<file path="src/rtl/tri_word_assembler_pkg.sv">
// Shared definitions for the triangle record assembler.
//   WORD_W            : width of one deserialised word
//   TRI_WORDS_DEFAULT : default words per triangle record (3 vertices x {x,y,z})
//   tri_word_t        : one deserialised word
//   rec_width()       : bit width of a record holding a given number of words
package tri_word_assembler_pkg;

  localparam int unsigned WORD_W            = 16;
  localparam int unsigned TRI_WORDS_DEFAULT = 9;

  typedef logic [WORD_W-1:0] tri_word_t;

  function automatic int unsigned rec_width(input int unsigned words);
    return words * WORD_W;
  endfunction

endpackage

</file>
<file path="src/rtl/tri_record_fifo.sv">
// Record buffer for the triangle assembler.
// Ports:
//   clk, rst : clock and asynchronous active-high reset
//   wr_en    : push wr_data; accepted when not full, or when full and a read happens this cycle
//   wr_data  : record to push
//   full     : occupancy equals Depth
//   rd_en    : pop the head (ignored when empty)
//   empty    : occupancy is zero
//   rd_data  : head record, read straight from storage (no path from wr_data)
module tri_record_fifo #(
  parameter int unsigned Width = 144,
  parameter int unsigned Depth = 2
) (
  input  logic             clk,
  input  logic             rst,
  input  logic             wr_en,
  input  logic [Width-1:0] wr_data,
  output logic             full,
  input  logic             rd_en,
  output logic             empty,
  output logic [Width-1:0] rd_data
);

  localparam int unsigned PtrW = (Depth > 1) ? $clog2(Depth) : 1;
  localparam int unsigned CntW = $clog2(Depth + 1);

  logic [Width-1:0] mem_q [Depth];
  logic [Width-1:0] mem_d [Depth];
  logic [PtrW-1:0]  wr_ptr_q, wr_ptr_d;
  logic [PtrW-1:0]  rd_ptr_q, rd_ptr_d;
  logic [CntW-1:0]  count_q, count_d;
  logic             do_wr, do_rd;

  assign full    = (count_q == CntW'(Depth));
  assign empty   = (count_q == '0);
  assign rd_data = mem_q[rd_ptr_q];

  assign do_rd = rd_en & ~empty;
  // When full, a same-cycle read frees the head slot, which is exactly where wr_ptr points.
  assign do_wr = wr_en & (~full | do_rd);

  always_comb begin
    mem_d    = mem_q;
    wr_ptr_d = wr_ptr_q;
    rd_ptr_d = rd_ptr_q;
    count_d  = count_q;
    if (do_wr) begin
      mem_d[wr_ptr_q] = wr_data;
      wr_ptr_d        = wr_ptr_q + PtrW'(1);  // Depth is a power of two: natural wrap
    end
    if (do_rd) begin
      rd_ptr_d = rd_ptr_q + PtrW'(1);
    end
    unique case ({do_wr, do_rd})
      2'b10:   count_d = count_q + CntW'(1);
      2'b01:   count_d = count_q - CntW'(1);
      default: count_d = count_q;
    endcase
  end

  always_ff @(posedge clk or posedge rst) begin
    if (rst) begin
      for (int unsigned i = 0; i < Depth; i++) begin
        mem_q[i] <= '0;
      end
      wr_ptr_q <= '0;
      rd_ptr_q <= '0;
      count_q  <= '0;
    end else begin
      mem_q    <= mem_d;
      wr_ptr_q <= wr_ptr_d;
      rd_ptr_q <= rd_ptr_d;
      count_q  <= count_d;
    end
  end

endmodule

</file>
<file path="src/rtl/tri_word_assembler.sv">
// Collects deserialised words into triangle records of WORDS words, buffers up to DEPTH records
// and offers them to the rasteriser over valid/ready.
// Ports:
//   clk, rst   : clock and asynchronous active-high reset
//   word_valid : one-cycle pulse, word_in holds a new word
//   word_in    : deserialised word
//   resync     : drop the partial record, next word is word 0 (wins over word_valid)
//   tri_valid  : head record available
//   tri_ready  : consumer takes the head when tri_valid is also high
//   tri_data   : head record, word k at bits [16k+15:16k]
//   word_idx   : next word slot to fill
//   overflow   : sticky, a completed record was dropped because the buffer was full
module tri_word_assembler
  import tri_word_assembler_pkg::*;
#(
  parameter int unsigned WORDS = TRI_WORDS_DEFAULT,
  parameter int unsigned DEPTH = 2
) (
  input  logic                         clk,
  input  logic                         rst,
  input  logic                         word_valid,
  input  tri_word_t                    word_in,
  input  logic                         resync,
  output logic                         tri_valid,
  input  logic                         tri_ready,
  output logic [rec_width(WORDS)-1:0]  tri_data,
  output logic [3:0]                   word_idx,
  output logic                         overflow
);

  localparam int unsigned RecW    = rec_width(WORDS);
  localparam int unsigned AsmW    = rec_width(WORDS - 1);
  localparam logic [3:0]  LastIdx = 4'(WORDS - 1);

  // Only slots 0..WORDS-2 are stored; the last word goes straight into the pushed record.
  logic [AsmW-1:0] asm_q, asm_d;
  logic [3:0]      idx_q, idx_d;
  logic            overflow_q, overflow_d;
  logic            push_req, push, pop;
  logic            fifo_full, fifo_empty;
  logic [RecW-1:0] record;

  assign record    = {word_in, asm_q};
  assign tri_valid = ~fifo_empty;
  assign pop       = tri_valid & tri_ready;
  assign push      = push_req & (~fifo_full | pop);
  assign word_idx  = idx_q;
  assign overflow  = overflow_q;

  always_comb begin
    asm_d      = asm_q;
    idx_d      = idx_q;
    overflow_d = overflow_q;
    push_req   = 1'b0;
    if (resync) begin
      idx_d = '0;
    end else if (word_valid) begin
      if (idx_q == LastIdx) begin
        push_req = 1'b1;
        idx_d    = '0;
      end else begin
        idx_d = idx_q + 4'd1;
        for (int unsigned k = 0; k < WORDS - 1; k++) begin
          if (idx_q == 4'(k)) begin
            asm_d[k*WORD_W +: WORD_W] = word_in;
          end
        end
      end
    end
    if (push_req && !push) begin
      overflow_d = 1'b1;
    end
  end

  always_ff @(posedge clk or posedge rst) begin
    if (rst) begin
      asm_q      <= '0;
      idx_q      <= '0;
      overflow_q <= 1'b0;
    end else begin
      asm_q      <= asm_d;
      idx_q      <= idx_d;
      overflow_q <= overflow_d;
    end
  end

  tri_record_fifo #(
    .Width (RecW),
    .Depth (DEPTH)
  ) u_fifo (
    .clk     (clk),
    .rst     (rst),
    .wr_en   (push),
    .wr_data (record),
    .full    (fifo_full),
    .rd_en   (pop),
    .empty   (fifo_empty),
    .rd_data (tri_data)
  );

endmodule
</file>
<file path="config.mk">
export PLATFORM = sky130hd
export DESIGN_NAME = tri_word_assembler
export DESIGN_NICKNAME = d
export VERILOG_FILES = /design/src/rtl/tri_word_assembler_pkg.sv /design/src/rtl/tri_record_fifo.sv /design/src/rtl/tri_word_assembler.sv
export SDC_FILE = /design/constraint.sdc
export NUM_CORES = 1
export LEC_CHECK = 0
export ABC_AREA = 1
export CAP_MARGIN = 10
export CORE_MARGIN = 4
export CORE_UTILIZATION = 40
export CTS_CLUSTER_SIZE = 8
export DETAILED_ROUTE_END_ITERATION = 10
export HOLD_SLACK_MARGIN = 0.12
export PLACE_DENSITY = 0.64
export SYNTH_ARGS = -nofsm -noshare
export SYNTH_HDL_FRONTEND = slang
export SYNTH_SLANG_ARGS = --single-unit
</file>
<file path="constraint.sdc">
create_clock -name clk -period 22.4 [get_ports clk]
set_input_delay 2.24 -clock clk [delete_from_list [all_inputs] [get_ports clk]]
set_output_delay 2.24 -clock clk [all_outputs]
set_load 0.1 [all_outputs]
</file>
* Yosys cells after proc, flatten, opt, wreduce, memory -nomap -nowiden
Index checks and enable logic that the tools add are counted.
** Cells by class
- Add/subtract/negate cells :: 5
- Magnitude comparators :: 3
- Equality and inequality tests :: 11
- Muxes and demuxes :: 13
- Bitwise operators :: 12
- Reduce and logical (&&, ||, !) cells :: 15
** Operators with widths (count)
- $mux 144 :: 4
- $bwmux 288 :: 1
- $demux 144 s1 :: 1
- $reduce_and 4->1 :: 8
- $eq 4x3->1 const B :: 4
- $mux 4 :: 3
- $eq 4x2->1 const B :: 2
- $add 4x1->4 const B :: 1
- $and 1x1->1 :: 4
- $eq 2x2->1 const B :: 2
- $eq 4x1->1 const B :: 1
- $eq 4x4->1 const B :: 1
- $ge 2x2->1 const B :: 2
- $logic_not 4->1 :: 1
- $not 1->1 :: 4
- $not 1->2 :: 2
- $pmux 2 s2 :: 1
- $reduce_bool 2->1 :: 2
- $mux 1 :: 3
- $add 1x1->1 const B :: 2
- $add 2x1->2 const B :: 1
- $eq 2x1->1 const B :: 1
- $logic_and 1x1->1 :: 2
- $logic_not 2->1 :: 1
- other kinds (4) :: 5
** Storage, ports and cells
- Register bits after elaboration :: 425
- Output and inout port bits :: 150
- Logic and storage cells :: 74

* Depth between registers and ports, before layout
- Word-level depth :: 8
- Gate-level depth with buffers :: 11

* By module
Synthesis repeated with hierarchy kept, for this count alone.
** Unflattened totals
- Cell total of the unflattened synthesis :: 2286
- Area, all modules :: 18939.4 um^2
** Modules (own cells, without submodules)
- tri_record_fifo :: times used 1, cells each 1582, area each 12829.8 um^2, sequential area each 7307.0 um^2
- tri_word_assembler :: times used 1, cells each 704, area each 6109.6 um^2, sequential area each 3328.2 um^2

* Least setup slack after synthesis
No wires, ideal clock.
- Path kind :: reg2out
- Start point :: register u_fifo.rd_ptr_q
- End point :: output port tri_data[0]
- Arrival :: 1.793 ns
- Data required time :: 20.160 ns
- Setup slack :: 18.367 ns
- Cell stages (with the launch flop) :: 7
- Path buffers :: 3
- Cell sequence :: dfrtp_1 -> buf_2 -> inv_2 -> buf_2 -> clkbuf_1 -> nand2_1 -> nand2_1
** Between the ends
- Word-level cells in the longest chain between the ends :: 4
** RTL lines
- start, declared :: RTL line tri_record_fifo.sv:30 : logic [PtrW-1:0] rd_ptr_q, rd_ptr_d;
- start signal, assigned :: RTL line tri_record_fifo.sv:72 : rd_ptr_q <= rd_ptr_d;
- $not 1->2 (not written as such) :: RTL line tri_record_fifo.sv:36 : assign rd_data = mem_q[rd_ptr_q];
- $mux 144 (not written as such) (3 in a row) :: RTL line tri_record_fifo.sv:36
- end, declared :: RTL line tri_word_assembler.sv:26 : output logic [rec_width(WORDS)-1:0] tri_data,
Every way passes these cells. The select of a mux whose other input is x is not followed.

* Worst setup path after layout
- Start point :: register u_fifo.rd_ptr_q
- End point :: output port tri_data[129]
The elaborated chain is that of the path after synthesis.

==> run_results.csv <==
group,metric,value,unit
run_status,status,"finished clean",
hold_path,worstHoldPathType,"reg2reg",
timing,rsz0062_at_grt,"no",
timing,max_slew.worst_pin.slew,1.289,ns
finish,multi_input_area,7564,sq um
yosys,yosysUniqueCellTypes,27,
pwr,p_switching,613.8,uW
floorplanning,io-pin-count,171,
finish,n_antenna_cell,0,
grt,grt_util_met2,0.3799,
clock_tree,h-tree-depth,2,
floorplanning,die_w,227.4,um
grt,grt_first_pass_wirelength,96340,um
route,first_pass_iters,6,
finish,layout_commonest_cell,"nand2_1",
route,routed_wl,61340,um
setup_path,crit_start,"u_fifo.rd_ptr_q",
clock_tree,clk_pin_slew,0.05,ns
pwr,combPwrFrac,0.154,
finish,layout_common_cells,"nand2_1, dfrtp_1, nand4_1",
pwr,p_int,1.321,mW
route,route.detailed.drc,0,
finish,area_delta_synth_final,16.75,%
setup_path,crit_arrival,4.24,ns
yosys,ys_seq_area_frac,0.5522,
floorplanning,initial_core_util,0.4042,
route,drt_iter0_markers,1608,
timing,finalSetupViolCount,0,
route,vias,16920,
timing,fmax,154.3,MHz
finish,nNetsFinal,2459,
setup_path,reg2regPathDepth,9,
finish,seqCellArea,10640,sq um
timing,setup_tns,0,ns
timing,clock_skew,0.02975,ns
floorplanning,dieArea,51720,sq um
pwr,p_per_area,86.04,nW/um^2
yosys,syn-cell-area,19260,sq um
pwr,p_sw_frac,0.3173,
finish,drive_above_1_share,0.04475,
setup_path,rr_endpoint,"u_fifo.mem_q[113]",
setup_path,r2r_slack,18.28,ns
setup_path,worstSetupEndpointType,"output port",
clock_tree,ctsRootBufferMaster,"clkbuf_16",
floorplanning,core-area,47650,sq um
setup_path,crit_end,"tri_data[129]",
yosys,netlist_instances,2385,
setup_path,crit_type,"reg2out",
grt,busiest_layer,"met2",
job,drv_cap,0,
floorplanning,rows,80,
clock_tree,postCtsSetupRepairBufs,0,
finish,utilization,0.4719,
grt,grt_pass1_vias,16500,
clock_tree,hold_buffers,0,
clock_tree,clock-sinks,425,
clock_tree,cts_resized,0,
route,drtAntennaViolNets,0,
yosys,synth.avg_cell_area,8.075,sq um
pwr,pwr-share-clk,0.400,
timing,finalCritPeriodShare,0.2894,
timing,slew_viol_final,0,
setup_path,cp-start-kind,"register",
timing,min_period,6.482,ns
grt,grt_max_degree,225,
route,post_drt_via_cell_ratio,5.546,
timing,finalHoldViolCount,0,
grt,met3_usage,0.04745,
timing,max_slew_margin,0.1409,
clock_tree,cts_buffers,59,
yosys,synthesis.nets,2411,
clock_tree,cts_tree,"done",
grt,gr-usage-all-layers,0.2366,
place,place_congestion,0.7905,
yosys,synth_warnings,0,
clock_tree,clk_latency,0.60,ns
place,numPortBuffers,170,
place,dp.final_hpwl,32590,um
pwr,p_leak,12.14,nW
yosys,ys_ff_latch,425,
grt,grt_overflow,0,
pwr,ir_worst_vdd,80.90,uV
floorplanning,die_h,227.4,um
setup_path,crit_fanout,79,
finish,fillCellCount,4609,
pwr,sequentialPowerShare,0.446,
clock_tree,clockBufferDepth,3,
grt,antenna_found_initial,0,
setup_path,r2r-start,"word_idx[0]",
setup_path,required,20.16,ns
route,wl_per_cell,20.11,um
grt,grt_use_met1,0.3318,
-- power groups by stage --
stage               clock network, mW  registers, mW  logic [mW]
floorplan                           0          0.862       0.209
global placement                    0          0.871       0.293
detailed placement                  0          0.874       0.297
CTS                             0.789          0.862       0.298
global route                    0.818          0.869       0.325
finish                          0.773          0.863       0.298
-- per-layer routing --
layer,routed length (um),vias up
met5,0,-
met4,1533,0
met3,4766,91
met2,28330,696
met1,26710,8318
li1,-,7816
-- logic make-up (layout without fill, tap and decap cells) --
group	after synthesis	in the layout	synth area share
AOI/OAI and AO/OA	20	20	0.005328
xor gates and xnor gates	3	3	0.001365
adders and majority gates	5	5	0.003248
buffers and inverters	236	287	0.05672
DFF	425	425	0.5522
and+or+nand+nor	1696	1696	0.3811
-- Yosys cell counts --
master	number	area, sq um
xnor2_1	1	8.760
buf_4	6	45.04
or2_2	1	6.260
inv_2	6	22.52
buf_6	8	90.09
dfrtp_1	425	10640
xor2_1	2	17.52
nor2_1	4	15.01
a21o_1	1	7.510
and3_1	1	6.260
clkbuf_1	81	304.0
ha_1	5	62.56
o21ai_0	18	90.09
buf_2	99	495.5
nor2_4	1	11.26
nand2_1	1266	4752
nand3b_1	1	7.510
nand3_2	2	20.02
nand3_1	117	585.6
nand4_1	289	1808
buf_1	9	33.78
nor3_4	3	48.80
inv_1	27	101.4
a21oi_1	1	5.000
nand2_2	7	43.79
nor3_1	1	5.000
nor3_2	3	30.03
-- critical path, stage by stage, from the launching register on --
cell	delay [ns]
dfrtp_4	0.42
buf_4	0.68
buf_4	0.95
nand2_1	0.11
nand2_1	0.20
clkdlybuf4s50_1	1.18
-- per-stage QoR --
step	std cells	total power, mW	setup WS [ns]	instance area [sq um]	hold WS (ns)
after detailed placement	2987	1.171	15.76	20980	0.4513
after CTS	3051	1.949	15.93	22480	0.4650
final	3051	1.934	15.92	22480	0.4599
after global routing	3051	2.012	15.74	22480	0.4800
after floorplan	2385	1.071	8.327	19260	0.4417
after global placement	2987	1.165	15.87	20980	0.4531
-- layout make-up --
cell class	instances	share of cell area
multi-input combinational	1724	0.3364
tap	615	0.03422
sequential	425	0.4733
inverter	33	0.006177
clock buffer	62	0.06617
timing repair buffer	190	0.08292
clock inverter	2	0.0007791
-- registers in the layout, indices dropped and copies added, names as in the netlist --
signal           cells
asm_q              128
overflow             1
u_fifo.count_q       2
u_fifo.mem_q       288
u_fifo.rd_ptr_q      1
u_fifo.wr_ptr_q      1
word_idx             4
-- worst min path at each step --
| stage | from | endpoint | slack, ns | depth (start not counted) |
|---|---|---|---|---|
| 3_5_place_dp | overflow | overflow | 0.45 | 1 |
| 5_1_grt | overflow | overflow | 0.48 | 1 |
| 3_3_place_gp | u_fifo.mem_q[247] | u_fifo.mem_q[247] | 0.45 | 2 |
| 6_report | overflow | overflow | 0.46 | 1 |
| 4_1_cts | overflow | overflow | 0.46 | 1 |
| 2_1_floorplan | u_fifo.mem_q[0] | u_fifo.mem_q[0] | 0.44 | 2 |
Power figures use the tool's default switching activity.
